==> src/rtl/memory_mapper_pkg.sv <==
`default_nettype none
// ============================================================================
//  Module   : memory_mapper_pkg
//  Purpose  : Shared types for the multi-context memory mapper: page-table
//             entry layout, control-register indices and the context-switch
//             FSM state encoding.
//  Ports    : none (package)
//  Revision : 1.0  initial release
// ============================================================================
package memory_mapper_pkg;

    // Frame width the entry struct is built for; the top checks its own
    // FRAME_BITS parameter against this at elaboration.
    localparam int MM_FRAME_BITS = 12;

    // Page-table entry, laid out exactly as on cfg_wdata/cfg_rdata:
    // [F+1]=valid, [F]=write-protect, [F-1:0]=frame.
    typedef struct packed {
        logic                     valid;
        logic                     wp;
        logic [MM_FRAME_BITS-1:0] frame;
    } mm_entry_t;

    // Control-register indices (low two bits of cfg_addr with MSB set)
    localparam logic [1:0] REG_CTRL  = 2'd0;
    localparam logic [1:0] REG_CTX   = 2'd1;
    localparam logic [1:0] REG_FSTAT = 2'd2;
    localparam logic [1:0] REG_FINFO = 2'd3;

    // Context-switch FSM
    typedef enum logic [0:0] {
        SW_IDLE  = 1'b0,
        SW_ARMED = 1'b1
    } sw_state_e;

endpackage : memory_mapper_pkg
`default_nettype wire

==> src/rtl/mm_ctx_switch.sv <==
`default_nettype none
// ============================================================================
//  Module   : mm_ctx_switch
//  Purpose  : Deferred task-switch controller. A CTX write arms the switch;
//             the active context changes only after SWITCH_DELAY opcode-fetch
//             strobes, so the switch lands on an instruction boundary.
//  Ports    : clk, rst_n         clock, async active-low reset
//             ctx_wr_i           CTX register write strobe
//             ctx_wdata_i        requested next context
//             cpu_sync_i         opcode-fetch strobe
//             active_o           context used for translation
//             pending_o          a switch is armed but not yet committed
//  Revision : 1.0  initial release
// ============================================================================
module mm_ctx_switch
    import memory_mapper_pkg::*;
#(
    parameter int CTX_BITS     = 2,
    parameter int SWITCH_DELAY = 1
) (
    input  logic                clk,
    input  logic                rst_n,
    input  logic                ctx_wr_i,
    input  logic [CTX_BITS-1:0] ctx_wdata_i,
    input  logic                cpu_sync_i,
    output logic [CTX_BITS-1:0] active_o,
    output logic                pending_o
);

    localparam int CNT_W = (SWITCH_DELAY < 2) ? 1 : $clog2(SWITCH_DELAY + 1);
    localparam logic [CNT_W-1:0] C_LOAD = CNT_W'(SWITCH_DELAY);
    localparam logic [CNT_W-1:0] C_ONE  = CNT_W'(1);

    sw_state_e           state_q, state_d;
    logic [CTX_BITS-1:0] next_q,  next_d;
    logic [CTX_BITS-1:0] active_q, active_d;
    logic [CNT_W-1:0]    count_q, count_d;

    always_ff @(posedge clk or negedge rst_n) begin
        if (!rst_n) begin
            state_q  <= SW_IDLE;
            next_q   <= '0;
            active_q <= '0;
            count_q  <= '0;
        end else begin
            state_q  <= state_d;
            next_q   <= next_d;
            active_q <= active_d;
            count_q  <= count_d;
        end
    end

    always_comb begin
        state_d  = state_q;
        next_d   = next_q;
        active_d = active_q;
        count_d  = count_q;

        // A CTX write always wins: it (re)loads the target and the countdown,
        // even while armed and even if a sync arrives in the same cycle.
        if (ctx_wr_i) begin
            next_d = ctx_wdata_i;
            if (SWITCH_DELAY == 0) begin
                active_d = ctx_wdata_i;
                state_d  = SW_IDLE;
            end else begin
                count_d = C_LOAD;
                state_d = SW_ARMED;
            end
        end else begin
            case (state_q)
                SW_ARMED: begin
                    if (cpu_sync_i) begin
                        if (count_q == C_ONE) begin
                            active_d = next_q;
                            count_d  = '0;
                            state_d  = SW_IDLE;
                        end else begin
                            count_d = count_q - C_ONE;
                        end
                    end
                end
                default: begin
                    state_d = SW_IDLE;
                end
            endcase
        end
    end

    assign active_o  = active_q;
    assign pending_o = (state_q == SW_ARMED);

endmodule : mm_ctx_switch
`default_nettype wire

==> src/rtl/memory_mapper_ctx.sv <==
`default_nettype none
// ============================================================================
//  Module   : memory_mapper_ctx
//  Purpose  : Multi-context page mapper. Translates CPU page index ma through
//             the page table of the active context to a physical frame, with
//             valid/write-protect checking, sticky fault capture + IRQ and a
//             context switch deferred to an opcode fetch.
//  Ports    : clk, rst_n                 clock, async active-low reset
//             cfg_cs/cfg_rw/cfg_addr/    configuration window (entries and
//             cfg_wdata                  control registers)
//             cfg_rdata/cfg_rvalid       registered read return, 1-cycle lat.
//             cpu_access/cpu_rw/cpu_sync CPU bus qualifiers
//             ma -> mo                   page index in, frame out
//             mo_fault                   current access faults (comb)
//             irq                        fault interrupt (level)
//  Revision : 1.0  initial release
// ============================================================================
module memory_mapper_ctx
    import memory_mapper_pkg::*;
#(
    parameter int PAGE_BITS    = 4,
    parameter int FRAME_BITS   = 12,
    parameter int CTX_BITS     = 2,
    parameter int SWITCH_DELAY = 1
) (
    input  logic                          clk,
    input  logic                          rst_n,
    input  logic                          cfg_cs,
    input  logic                          cfg_rw,
    input  logic [CTX_BITS+PAGE_BITS:0]   cfg_addr,
    input  logic [FRAME_BITS+1:0]         cfg_wdata,
    output logic [FRAME_BITS+1:0]         cfg_rdata,
    output logic                          cfg_rvalid,
    input  logic                          cpu_access,
    input  logic                          cpu_rw,
    input  logic                          cpu_sync,
    input  logic [PAGE_BITS-1:0]          ma,
    output logic [FRAME_BITS-1:0]         mo,
    output logic                          mo_fault,
    output logic                          irq
);

    localparam int IDX_BITS  = CTX_BITS + PAGE_BITS;
    localparam int ADDR_BITS = IDX_BITS + 1;
    localparam int DATA_BITS = FRAME_BITS + 2;
    localparam int INFO_BITS = 1 + CTX_BITS + PAGE_BITS;
    localparam int NUM_ENTRY = 1 << IDX_BITS;

    if (FRAME_BITS != MM_FRAME_BITS || FRAME_BITS < PAGE_BITS) begin : g_param_check
        $error("memory_mapper_ctx: unsupported FRAME_BITS/PAGE_BITS combination");
    end

    // ------------------------------------------------------------------
    // Config-window decode
    // ------------------------------------------------------------------
    logic                w_wr, w_rd, w_is_reg;
    logic [1:0]          w_reg_idx;
    logic [IDX_BITS-1:0] w_idx;

    assign w_wr      = cfg_cs & ~cfg_rw;
    assign w_rd      = cfg_cs &  cfg_rw;
    assign w_is_reg  = cfg_addr[ADDR_BITS-1];
    assign w_reg_idx = cfg_addr[1:0];
    assign w_idx     = cfg_addr[IDX_BITS-1:0];

    logic w_wr_ctrl, w_wr_ctx, w_wr_fstat;
    assign w_wr_ctrl  = w_wr & w_is_reg & (w_reg_idx == REG_CTRL);
    assign w_wr_ctx   = w_wr & w_is_reg & (w_reg_idx == REG_CTX);
    assign w_wr_fstat = w_wr & w_is_reg & (w_reg_idx == REG_FSTAT);

    // ------------------------------------------------------------------
    // Page table: plain RAM, deliberately not reset
    // ------------------------------------------------------------------
    mm_entry_t table_q [NUM_ENTRY];

    always_ff @(posedge clk) begin
        if (w_wr && !w_is_reg) begin
            table_q[w_idx] <= mm_entry_t'(cfg_wdata);
        end
    end

    // ------------------------------------------------------------------
    // Context switch
    // ------------------------------------------------------------------
    logic [CTX_BITS-1:0] w_active;
    logic                w_pending;

    mm_ctx_switch #(
        .CTX_BITS     (CTX_BITS),
        .SWITCH_DELAY (SWITCH_DELAY)
    ) u_ctx_switch (
        .clk         (clk),
        .rst_n       (rst_n),
        .ctx_wr_i    (w_wr_ctx),
        .ctx_wdata_i (cfg_wdata[CTX_BITS-1:0]),
        .cpu_sync_i  (cpu_sync),
        .active_o    (w_active),
        .pending_o   (w_pending)
    );

    // ------------------------------------------------------------------
    // Control state
    // ------------------------------------------------------------------
    logic                 enable_q, irq_en_q;
    logic                 fault_q, fault_d;
    logic                 ovr_q, ovr_d;
    logic [INFO_BITS-1:0] info_q, info_d;

    // ------------------------------------------------------------------
    // Translation
    // ------------------------------------------------------------------
    mm_entry_t       w_entry;
    logic [FRAME_BITS-1:0] w_pass;

    assign w_entry = table_q[{w_active, ma}];

    always_comb begin
        w_pass                 = '0;
        w_pass[PAGE_BITS-1:0]  = ma;
    end

    assign mo       = enable_q ? w_entry.frame : w_pass;
    assign mo_fault = enable_q & cpu_access & (~w_entry.valid | (w_entry.wp & ~cpu_rw));
    assign irq      = fault_q & irq_en_q;

    // ------------------------------------------------------------------
    // Fault capture. A clear write is applied first, so a fault arriving in
    // the same cycle is treated as the first fault of a fresh episode.
    // Info uses the registered active context, i.e. the pre-switch one.
    // ------------------------------------------------------------------
    always_comb begin
        fault_d = fault_q & ~w_wr_fstat;
        ovr_d   = ovr_q   & ~w_wr_fstat;
        info_d  = info_q;
        if (mo_fault) begin
            if (!fault_d) begin
                fault_d = 1'b1;
                info_d  = {cpu_rw, w_active, ma};
            end else begin
                ovr_d = 1'b1;
            end
        end
    end

    always_ff @(posedge clk or negedge rst_n) begin
        if (!rst_n) begin
            enable_q <= 1'b0;
            irq_en_q <= 1'b0;
            fault_q  <= 1'b0;
            ovr_q    <= 1'b0;
            info_q   <= '0;
        end else begin
            if (w_wr_ctrl) begin
                enable_q <= cfg_wdata[0];
                irq_en_q <= cfg_wdata[1];
            end
            fault_q <= fault_d;
            ovr_q   <= ovr_d;
            info_q  <= info_d;
        end
    end

    // ------------------------------------------------------------------
    // Read path
    // ------------------------------------------------------------------
    logic [DATA_BITS-1:0] w_rd_mux;
    logic [DATA_BITS-1:0] rdata_q;
    logic                 rvalid_q;

    always_comb begin
        w_rd_mux = '0;
        if (!w_is_reg) begin
            w_rd_mux = table_q[w_idx];
        end else begin
            case (w_reg_idx)
                REG_CTRL: begin
                    w_rd_mux[0] = enable_q;
                    w_rd_mux[1] = irq_en_q;
                end
                REG_CTX: begin
                    w_rd_mux[CTX_BITS-1:0] = w_active;
                    w_rd_mux[CTX_BITS]     = w_pending;
                end
                REG_FSTAT: begin
                    w_rd_mux[0] = fault_q;
                    w_rd_mux[1] = ovr_q;
                end
                default: begin
                    w_rd_mux[INFO_BITS-1:0] = info_q;
                end
            endcase
        end
    end

    always_ff @(posedge clk or negedge rst_n) begin
        if (!rst_n) begin
            rdata_q  <= '0;
            rvalid_q <= 1'b0;
        end else begin
            rvalid_q <= w_rd;
            if (w_rd) begin
                rdata_q <= w_rd_mux;
            end
        end
    end

    assign cfg_rdata  = rdata_q;
    assign cfg_rvalid = rvalid_q;

endmodule : memory_mapper_ctx
`default_nettype wire
==> config.mk <==
export PLATFORM = sky130hd
export DESIGN_NAME = memory_mapper_ctx
export DESIGN_NICKNAME = d
export VERILOG_FILES = /design/src/rtl/memory_mapper_pkg.sv /design/src/rtl/mm_ctx_switch.sv /design/src/rtl/memory_mapper_ctx.sv
export SDC_FILE = /design/constraint.sdc
export NUM_CORES = 1
export LEC_CHECK = 0
export CAP_MARGIN = 25
export CORE_MARGIN = 1.5
export CORE_UTILIZATION = 40
export DETAILED_ROUTE_END_ITERATION = 16
export HOLD_SLACK_MARGIN = 0.03
export PLACE_DENSITY = 0.58
export SLEW_MARGIN = 20
export SYNTH_ARGS = -nofsm -noshare
export SYNTH_HDL_FRONTEND = slang
export SYNTH_SLANG_ARGS = --single-unit
==> constraint.sdc <==
create_clock -name clk -period 5.9 [get_ports clk]
set_clock_uncertainty 0.05 [all_clocks]
set_input_delay 1.18 -clock clk [delete_from_list [all_inputs] [get_ports clk]]
set_output_delay 1.18 -clock clk [all_outputs]
set_load 0.01 [all_outputs]
==> metrics.cfg <==
[setup_path]
critPathArrivalTime_ns = 4.39
critical_path.max_stage_delay_ns = 0.73
r2r_cells = 7
critical_path.max_fanout = 23
reg2reg_from = table_q[30][13]
timing.critical_path.buf_inv = 5
r2r_slack_ns = 2.55
cp.depth = 10
path_class = input port to output pin
startpoint_type = input port
worst_r2r_endpoint = info_q[4]
worstPathCellList = buf_8 > buf_12 > buf_4 > mux4_2 > mux2i_1 > o221ai_1 > a211oi_1 > buf_4 > nor3_1 > clkdlybuf4s50_1
slowest_stage = o221ai_1
critical-path-top-delay-family = buffers and inverters
crit_path_frequent_cell = buf_4
cp-end-kind = output pin
required_ns = 4.67

[placement]
io_buffers = 60
hpwlAfterDp_um = 82100
pre_cts_ws_ns = 0.3526
finalWeightedCongestion = 0.9039

[die]
fp.dieH_um = 330.1
ios = 61
dieArea_um2 = 109000
die_w_um = 330.1
rows = 119
core_um2 = 105700
initial_core_util_pct = 40.49

[drt]
dr_total_vias = 23096
drtIter0Drc = 3134
drc = 0
dr.pass1.iters = 5
antenna_left = 0
wl_per_cell_um = 36.52
viasPerCell = 6.439
finalWirelength_um = 131000

[global_routing]
grt_pass1_vias = 23528
grt_max_degree = 80
grt_remaining_overflow = 0
grt_pass1_wl_um = 184300
grtUsageTotal_pct = 24.30
antenna_found_initial = 5

[synthesis]
syn_avg_cell_area_um2 = 22.06
syn-cell-area_um2 = 42800
synth_warnings = 0
synth_common_cells = edfxtp_1 (896), mux4_2 (546), nor2_1 (74)
yosysMostFrequentCell = edfxtp_1
synthDistinctLibCells = 38
synth_cells = 1940
synth-edff-count = 896
synth-seq-cells = 928
synth.top_cells.by_area = edfxtp_1 (63%), mux4_2 (29%), dfrtp_1 (1.9%)
synth_top_area_share_pct = 62.86
async_reset_ff_share_pct = 3.448
synth_area_leader_cell = edfxtp_1
synth_top_flop_cell = edfxtp_1
synth_nets = 1972
yosysSeqAreaShare_pct = 64.73

[min_path]
hold_depth = 1
whs_endpoint = cfg_rdata[5]
min-delay-start = cfg_rdata[5]
hp-class = flip-flop to flip-flop

[cts]
cts_tree = done
clock-sinks = 928
insertion_delay_ns = 0.67
root_buffer = clkbuf_16
clkTransAtPathRegs_ns = 0.06
ctsResizeCount = 0
clk_path_buf_depth = 3
holdBufCountCts = 0
cts_made_buffers = 98
htreeDepth = 3
cts_setup_buffers = 0

[sta]
finalSetupViolations = 0
maxSlewViolCount = 0
fin_crit_ns = 5.616
fin_crit_sh_pct = 95.19
setup_slack_ns = 0.2839
tightest_slew_ns = 1.049
worst_slew_margin_rel_pct = 29.08
rsz0062_at_grt = false
fmax_ghz = 0.1781
setup_tns_ns = 0
hold_viol_final = 0

[layout]
drive_gt1_share_pct = 43.53
syn2layout_area_growth_pct = 14.78
fillCellCount = 8684
multi_input_area_um2 = 14460
layout.nets = 2145
regArea_um2 = 27710

[power_and_ir_drop]
p_switching_mw = 3.582
p_leak_nw = 15.43
irDropWorstVdd_uv = 265.3
seq_power_share_pct = 48.2
internal_power_mw = 11.67
p_sw_share_pct = 23.49
clkPwrFrac_pct = 40.8
power_density_nw_per_um2 = 310.4
combPwrFrac_pct = 11.0

[run]
cap_violations = 0

[run_status]
status = finished clean

routing by layer:
layer | global-route usage (%) | part of all wire [%]
met5 | 0 | 0.026
met4 | 7.594 | 3.0
met3 | 4.810 | 8.2
met2 | 39.21 | 49
met1 | 33.45 | 40
metrics by stage:
step | utilization, % | hold slack (ns) | instances | power [mW] | instance area, um2
final | 46.48 | 0.4337 | 3587 | 15.25 | 49130
after CTS | 46.46 | 0.4410 | 3585 | 15.34 | 49110
after global routing | 46.47 | 0.4563 | 3586 | 15.65 | 49130
after floorplan | - | 0.4174 | 1940 | 8.393 | 42800
after global placement | 43.35 | 0.4119 | 3400 | 9.148 | 45820
after detailed placement | 43.42 | 0.4272 | 3404 | 9.166 | 45900
state kept, by name (all words and copies together) (netlist names):
signal and cells:
cfg_rvalid 1, ovr_q 1, fault_q 1, enable_q 1, irq_en_q 1, u_ctx_switch.count_q 1, u_ctx_switch.pending_o 1, info_q 7
u_ctx_switch.active_o 2, u_ctx_switch.next_q 2, table_q 896, cfg_rdata 14
cell families after synthesis:
logic type	Yosys count	synth area share, %
flops	928	64.73
mux	623	30.62
buf+inv	155	1.768
simple gates	154	1.622
compound gates	80	1.263
power by group through the flow:
stage,registers [mW],clock network (mW),logic [mW]
after floorplan,7.47,0,0.920
after global placement,7.49,0,1.66
after detailed placement,7.49,0,1.67
after CTS,7.35,6.30,1.68
after global routing,7.36,6.55,1.75
final,7.35,6.22,1.67
placed cells by master (no fill, tap or decap), drive strengths merged, types with 6 or more instances in the layout:
cell type	n
clkdlybuf4s50	37
dfrtp	32
o22ai	12
clkbuf	117
mux2i	46
nor2	74
nand2b	8
a211oi	6
mux4	546
nand2	40
clkinv	45
inv	6
and2	13
buf	187
mux2	31
nor2b	8
edfxtp	896
o21ai	12
a221oi	7
a21oi	16
bufinv	12
area by class of cell:
type / count / area share (%)
Timing Repair Buffer: 224 / 4.057
Clock inverter: 64 / 1.261
Tap cell: 1391 / 3.542
Sequential cell: 928 / 56.39
Clock buffer: 117 / 5.267
Inverter: 4 / 0.03056
Antenna cell: 2 / 0.01019
Multi-Input combinational cell: 857 / 29.44
how the worst max path moves through the flow:
stage,start,to
finish,ma[0],mo_fault
global placement,ma[0],mo[0]
detailed placement,ma[0],mo[0]
floorplan,ma[0],mo[10]
CTS,ma[0],mo[0]
global route,ma[0],mo_fault
(Power assumes the default switching activity.)
